$ cat src/rtl/orangecrab_reset_ctrl.sv
// Reboot sequencer: arbitrates reboot requesters, qualifies the winner, runs a
// cancellable warn-blink hold-off, then latches do_reset until rst.
module orangecrab_reset_ctrl #(
    parameter int N_REQ          = 3,
    parameter int QUAL_CYCLES    = 4800000,
    parameter int HOLDOFF_CYCLES = 48000000,
    parameter int WARN_PERIOD    = 2400000
) (
    input  logic             clk,
    input  logic             rst,
    input  logic [N_REQ-1:0] req,
    input  logic [N_REQ-1:0] req_mask,
    input  logic             cancel,
    output logic [N_REQ-1:0] grant,
    output logic             busy,
    output logic             warn,
    output logic             do_reset
);

    // state   | meaning
    // IDLE    | waiting for an eligible request
    // QUALIFY | granted request must stay high for QUAL_CYCLES samples
    // HOLDOFF | cancellable countdown, warn blinking
    // FIRE    | do_reset latched until rst
    localparam logic [1:0] IDLE    = 2'd0;
    localparam logic [1:0] QUALIFY = 2'd1;
    localparam logic [1:0] HOLDOFF = 2'd2;
    localparam logic [1:0] FIRE    = 2'd3;

    localparam int MAX_QH  = (QUAL_CYCLES > HOLDOFF_CYCLES) ? QUAL_CYCLES : HOLDOFF_CYCLES;
    localparam int MAX_ALL = (MAX_QH > WARN_PERIOD) ? MAX_QH : WARN_PERIOD;
    localparam int CW      = $clog2(MAX_ALL + 1);

    localparam logic [CW-1:0] QUAL_LAST = CW'(QUAL_CYCLES - 1);
    localparam logic [CW-1:0] HOLD_LAST = CW'(HOLDOFF_CYCLES - 1);
    localparam logic [CW-1:0] WARN_LAST = CW'(WARN_PERIOD - 1);

    logic [1:0]       state;
    logic [CW-1:0]    cnt;
    logic [CW-1:0]    warn_cnt;
    logic [N_REQ-1:0] blocked;
    logic [N_REQ-1:0] eligible;
    logic [N_REQ-1:0] pick;

    assign eligible = req & req_mask & ~blocked;
    // isolate the lowest set bit: index 0 has highest priority
    assign pick     = eligible & (~eligible + 1'b1);

    always_ff @(posedge clk) begin
        if (rst) begin
            state    <= IDLE;
            grant    <= '0;
            busy     <= 1'b0;
            warn     <= 1'b0;
            do_reset <= 1'b0;
            cnt      <= '0;
            warn_cnt <= '0;
            blocked  <= '0;
        end else begin
            // a blocked source is released once its request is seen low
            blocked <= blocked & req;
            case (state)
                IDLE: begin
                    if (|eligible) begin
                        state <= QUALIFY;
                        grant <= pick;
                        busy  <= 1'b1;
                        cnt   <= '0;
                    end
                end
                QUALIFY: begin
                    if (cancel) begin
                        state   <= IDLE;
                        blocked <= (blocked & req) | grant;
                        grant   <= '0;
                        busy    <= 1'b0;
                        cnt     <= '0;
                    end else if (!(|(req & grant))) begin
                        state <= IDLE;
                        grant <= '0;
                        busy  <= 1'b0;
                        cnt   <= '0;
                    end else if (cnt == QUAL_LAST) begin
                        state    <= HOLDOFF;
                        cnt      <= '0;
                        warn_cnt <= '0;
                        warn     <= 1'b1;
                    end else begin
                        cnt <= cnt + 1'b1;
                    end
                end
                HOLDOFF: begin
                    if (cancel) begin
                        state    <= IDLE;
                        blocked  <= (blocked & req) | grant;
                        grant    <= '0;
                        busy     <= 1'b0;
                        warn     <= 1'b0;
                        cnt      <= '0;
                        warn_cnt <= '0;
                    end else if (cnt == HOLD_LAST) begin
                        state    <= FIRE;
                        do_reset <= 1'b1;
                        warn     <= 1'b0;
                        cnt      <= '0;
                        warn_cnt <= '0;
                    end else begin
                        cnt <= cnt + 1'b1;
                        if (warn_cnt == WARN_LAST) begin
                            warn     <= ~warn;
                            warn_cnt <= '0;
                        end else begin
                            warn_cnt <= warn_cnt + 1'b1;
                        end
                    end
                end
                default: begin
                    do_reset <= 1'b1;
                end
            endcase
        end
    end

endmodule

$ cat config.mk
export PLATFORM = sky130hd
export DESIGN_NAME = orangecrab_reset_ctrl
export DESIGN_NICKNAME = d
export VERILOG_FILES = /design/src/rtl/orangecrab_reset_ctrl.sv
export SDC_FILE = /design/constraint.sdc
export NUM_CORES = 1
export LEC_CHECK = 0
export CAP_MARGIN = 40
export CORE_MARGIN = 5
export CORE_UTILIZATION = 62
export CTS_BUF_LIST = sky130_fd_sc_hd__clkbuf_8
export CTS_CLUSTER_DIAMETER = 50
export DETAILED_ROUTE_END_ITERATION = 12
export PLACE_DENSITY = 0.81
export SYNTH_ARGS = -nofsm -noshare
export SYNTH_HDL_FRONTEND = slang
export SYNTH_SLANG_ARGS = --single-unit
$ cat constraint.sdc
create_clock -name clk -period 4.8 [get_ports clk]
set_input_delay 0.72 -clock clk [delete_from_list [all_inputs] [get_ports clk]]
set_output_delay 0.72 -clock clk [all_outputs]
set_load 0.05 [all_outputs]
---- After elaboration in Yosys (flattened, before gate mapping) ----
Index checks and enable logic that the tools add are counted.
cells by class
  reduce and logical (&&, ||, !) cells .... 13
  bitwise logic cells ..................... 10
  equal/unequal tests ..................... 16
  add/subtract/negate cells ............... 3
  muxes and demuxes ....................... 43
operators with widths
  cell                   number
  $mux 26                12
  $pmux 26 s3            1
  $add 26x1->26 const B  2
  $pmux 26 s2            1
  $eq 26x22->1 const B   1
  $eq 26x23->1 const B   1
  $eq 26x26->1 const B   1
  $mux 3                 6
  $and 3x3->3            5
  $ne 2x2->1 const B     7
  $mux 1                 12
  $mux 2                 6
  $reduce_and 4->1       3
  $pmux 3 s3             1
  $ne 4x4->1 const B     2
  $ne 3x3->1 const B     2
  $not 3->3              2
  $pmux 2 s3             1
  $reduce_or 3->1        2
  $reduce_and 5->1       1
  $pmux 1 s2             2
  $reduce_or 2->1        2
  $add 3x1->3 const B    1
  $or 3x3->3             1
  other kinds (9)        10
storage, ports and cells
  logic and storage cells ................. 93
  register bits ........................... 63
  output and inout port bits .............. 6
  input port bits ......................... 9

---- Logic depth before layout (Yosys ltp) ----
  word-level depth ........................ 7
  depth in mapped cells ................... 9
  depth with buffers taken out ............ 7

---- Worst setup path before layout ----
No wires, ideal clock.
  kind .................................... reg2reg
  from .................................... register warn_cnt[13]
  to ...................................... register warn_cnt[0]
  setup time .............................. 0.121 ns
  buffers on the path ..................... 1
  cell stages (with the launch flop) ...... 8
  arrival time ............................ 2.386 ns
  path slack .............................. 2.294 ns
  required time ........................... 4.679 ns
  period minus slack after synthesis ...... 2.506 ns
  cell sequence ........................... dfxtp_1 -> or4_1 -> or4_1 -> or3_1 -> o211ai_4 -> buf_2 -> nor2_1 -> mux2_2
on the way
  cells in the longest elaborated chain, start to end .. 5
ends and longest elaborated chain
  element                 RTL line  RTL
  from (decl)             40        logic [CW-1:0] warn_cnt;
  from (signal assigned)  113       warn_cnt <= warn_cnt + 1'b1;
  $eq 26x22->1            109       if (warn_cnt == WARN_LAST) begin
  $mux 26                 109
  $mux 26                 101       end else if (cnt == HOLD_LAST) begin
  $mux 26                 93        if (cancel) begin
  $pmux 26 s2             62        case (state)
Every way passes these cells.
A chain may end at the register's enable or synchronous reset.

---- Final worst setup path ----
  from .................................... register cnt[0]
  to ...................................... register cnt[18]
on the way
  cells in the longest elaborated chain, start to end .. 5
  elaborated cells between the ends (all ways) .. 9
  those cells by class .................... add/sub: 1; eq/ne: 2; mux: 6
ends and longest elaborated chain
  element                                               RTL line     RTL
  from (decl)                                           39           logic [CW-1:0] cnt;
  from (signal assigned)                                89           cnt <= cnt + 1'b1;
  from (signal assigned)                                108          cnt <= cnt + 1'b1;
  $add 26x1->26 / $eq 26x23->1 (equally long branches)  89, 108, 83
  $mux 26                                               83           end else if (cnt == QUAL_LAST) begin
  $mux 26                                               78           end else if (!(|(req & grant))) begin
  $mux 26                                               72           if (cancel) begin
  $pmux 26 s3 (*)                                       62
Every way passes the cells marked *; elsewhere a longest branch is shown, timed or not.

==> results.sh <==
export IMPL_outcome="finished, final reports clean"
export IMPL_end_kind="flip-flop"
export IMPL_start_util=0.6418
export IMPL_arrival_ns=3.27
export IMPL_via_per_inst=6.679
export IMPL_root_buffer="clkbuf_8"
export IMPL_fp_dieH_um=85.96
export IMPL_p_clk_frac=0.438
export IMPL_hpwl_um=6071
export IMPL_async_reset_ff_frac=0
export IMPL_drt_iter0_markers=343
export IMPL_max_slew_margin=0.4281
export IMPL_postCtsHoldBufs=0
export IMPL_power_density_mw_per_mm2=302.9
export IMPL_worstRegToRegCells=7
export IMPL_path_clk_slew_ns=0.07
export IMPL_grt_pass1_wl_um=15150
export IMPL_min_to="warn_cnt[19]$_SDFFE_PP0P_"
export IMPL_setup_worst_path_class="reg -> reg"
export IMPL_yosysWarnings=0
export IMPL_core_area_mm2=0.005574
export IMPL_postCtsSetupBuffers=0
export IMPL_dr_total_vias=3553
export IMPL_syn_inst=447
export IMPL_synth_seq_cells=63
export IMPL_drc=0
export IMPL_drive_gt1_frac=0.07391
export IMPL_setup_tns_ns=0
export IMPL_ant_nets=0
export IMPL_ys_seq_area_frac=0.3526
export IMPL_power_switching_mw=0.3068
export IMPL_gr_total_overflow=0
export IMPL_synth_cell_types=64
export IMPL_critPathMaxFanout=18
export IMPL_synthesis_area_per_instance_um2=8.003
export IMPL_fin_ws_ns=1.763
export IMPL_dpl_worst_slack_ns=1.587
export IMPL_post_drt_wl_per_cell_um=16.89
export IMPL_finalWirelength_um=8988
export IMPL_min_path_type="reg -> reg"
export IMPL_drt_pass1_iterations=5
export IMPL_fin_crit_ns=3.037
export IMPL_grt_pass1_vias=3251
export IMPL_min_path_cells=2
export IMPL_rsz0062_at_grt="false"
export IMPL_io_buffer_count=14
export IMPL_timing_rr_end="cnt[18]$_SDFFE_PP0N_"
export IMPL_tightest_slew_ns=0.8500
export IMPL_nNetsFinal=469
export IMPL_rows=27
export IMPL_clock_skew_ns=0.006657
export IMPL_yosys_most_used_dff="dfxtp_1"
export IMPL_cts_buffers=9
export IMPL_htree_levels=3
export IMPL_r2r_start="cnt[0]$_SDFFE_PP0N_"
export IMPL_gp_congestion=0.8924
export IMPL_required_ns=5.03
export IMPL_syn_area_mm2=0.003577
export IMPL_worstSetupStartpointType="flip-flop"
export IMPL_vdd_drop_max_uv=290.6
export IMPL_hold_violations=0
export IMPL_finalPower_mw=1.203
export IMPL_cts_resized=0
export IMPL_clock_sinks=63
export IMPL_die_x_um=85.96
export IMPL_period_share=0.6327
export IMPL_max_freq_ghz=0.3293
export IMPL_finalSetupViolations=0
export IMPL_dieArea_mm2=0.007389
export IMPL_sw_frac_of_total=0.2550
export IMPL_grt_max_degree=42
export IMPL_rrSetupSlack_ns=1.76
export IMPL_internal_power_mw=0.8965
export IMPL_antenna_cells=0
export IMPL_syn2layout_area_growth_pct=11.05
export IMPL_timing_max_cap_violations=0
export IMPL_clock_path_buffers=2
export IMPL_drv_slew=0
export IMPL_combPwrFrac=0.116
export IMPL_p_leak_nw=1.350
export IMPL_cts_tree="built"
export IMPL_mappedNetlistNets=461
export IMPL_grt_total_usage=0.2536
export IMPL_insertion_delay_ns=0.35
export IMPL_seqPwrFrac=0.446
export IMPL_ioPinCount=15
export IMPL_hp_start="warn_cnt[19]$_SDFFE_PP0P_"
export IMPL_antenna_found_initial=0
export IMPL_synth_edf_count=0
==> per-layer routing <==
layer | wire [µm] | track usage | vias up
li1 | - | - | 1729
met2 | 4227 | 0.3980 | 118
met5 | 0 | 0 | -
met3 | 506 | 0.03746 | 11
met1 | 4148 | 0.3394 | 1695
met4 | 106 | 0.1237 | 0
==> per-stage QoR <==
stage / std cells / hold WS (ns) / util / area, µm²
after floorplan: 447 / 0.4400 / - / 3577
after global placement: 515 / 0.4613 / 0.6712 / 3741
after detailed placement: 516 / 0.4642 / 0.6725 / 3749
after CTS: 532 / 0.4774 / 0.7127 / 3973
after global routing: 532 / 0.5213 / 0.7127 / 3973
final: 532 / 0.4771 / 0.7127 / 3973
==> layout by cell type (no fill, tap or decap), types with 6 or more instances in the layout <==
cell,instances
nand4_1,14
and3_1,9
o21ai_0,25
or2_2,7
or3_1,16
clkdlybuf4s50_1,14
a21o_1,9
mux2i_1,6
clkbuf_8,11
and2_1,7
nand3_1,36
nor2_1,26
dfxtp_1,63
inv_1,15
nand2_1,41
buf_4,6
o311ai_0,8
a21oi_1,31
a211oi_1,7
nor3_1,17
==> critical path: stages, from the launching register on <==
cell	delay [ns]
dfxtp_1	0.39
ha_1	0.29
nand3_1	0.15
or4_4	0.54
o21ai_2	0.65
a21o_1	0.58
a2bb2oi_1	0.23
a21oi_1	0.09
==> sequential cells by signal (all words and copies together) (netlist names) <==
| signal | flops |
|---|---|
| grant | 3 |
| busy | 1 |
| warn_cnt | 26 |
| warn | 1 |
| cnt | 26 |
| state | 2 |
| blocked | 3 |
| do_reset | 1 |
==> power groups by stage <==
stage,Sequential (mW),Combinational [mW],Clock [mW]
after floorplan,0.568,0.0759,0
after global placement,0.549,0.137,0
after detailed placement,0.548,0.139,0
after CTS,0.537,0.140,0.531
after global routing,0.538,0.152,0.554
final,0.537,0.139,0.527
==> area by class of cell <==
cell class | instances | area, µm²
Multi-Input combinational cell | 348 | 2163
Fill cell | 456 | 1602
Sequential cell | 63 | 1261
Timing Repair Buffer | 20 | 185.2
Clock buffer | 11 | 151.4
Tap cell | 72 | 90.09
Clock inverter | 5 | 72.57
Inverter | 13 | 48.80
==> logic make-up after synthesis <==
kind of cell / Yosys count / synth area share
AND/OR/NAND/NOR: 217 / 0.3375
AO/OA/AOI/OAI: 117 / 0.2242
flip-flops: 63 / 0.3526
buffers and inverters: 36 / 0.04267
multiplexers: 8 / 0.02309
adder cells (fa/ha/maj): 5 / 0.01749
XOR/XNOR: 1 / 0.002449
==> synth_stat cells (3+ instances only) <==
cell type / n / area (µm²)
dfxtp_1: 63 / 1261
nand2_1: 41 / 153.9
nand3_1: 36 / 180.2
a21oi_1: 31 / 155.2
nor2_1: 26 / 97.59
o21ai_0: 25 / 125.1
clkbuf_1: 18 / 67.56
nor3_1: 17 / 85.08
or3_1: 16 / 100.1
nand4_1: 14 / 87.58
inv_1: 13 / 48.80
a21o_1: 9 / 67.56
and3_1: 9 / 56.30
o311ai_0: 8 / 70.07
a211oi_1: 7 / 52.55
and2_1: 7 / 43.79
or2_2: 7 / 43.79
mux2i_1: 6 / 60.06
a22o_1: 5 / 43.79
and4_1: 5 / 43.79
ha_1: 5 / 62.56
nor4_1: 5 / 31.28
or4_1: 5 / 37.54
a32oi_1: 4 / 35.03
nand3b_1: 4 / 30.03
nor3b_1: 4 / 30.03
a2bb2oi_1: 3 / 26.28
nor2b_1: 3 / 18.77
nor4b_1: 3 / 26.28
o41ai_1: 3 / 26.28
or4b_1: 3 / 30.03
==> how the worst max path moves through the flow <==
| stage | slack, ns | startpoint | cells after the start | end |
|---|---|---|---|---|
| floorplan | 2.29 | warn_cnt[13]$_SDFFE_PP0P_ | 7 | warn_cnt[0]$_SDFFE_PP0P_ |
| global placement | 1.60 | req[0] | 7 | cnt[24]$_SDFFE_PP0N_ |
| detailed placement | 1.59 | req[0] | 8 | warn_cnt[13]$_SDFFE_PP0P_ |
| CTS | 1.81 | cnt[21]$_SDFFE_PP0N_ | 6 | cnt[18]$_SDFFE_PP0N_ |
| global route | 1.57 | cnt[0]$_SDFFE_PP0N_ | 7 | cnt[18]$_SDFFE_PP0N_ |
| finish | 1.76 | cnt[0]$_SDFFE_PP0N_ | 7 | cnt[18]$_SDFFE_PP0N_ |
No activity file was read; power rests on OpenSTA's default activity.
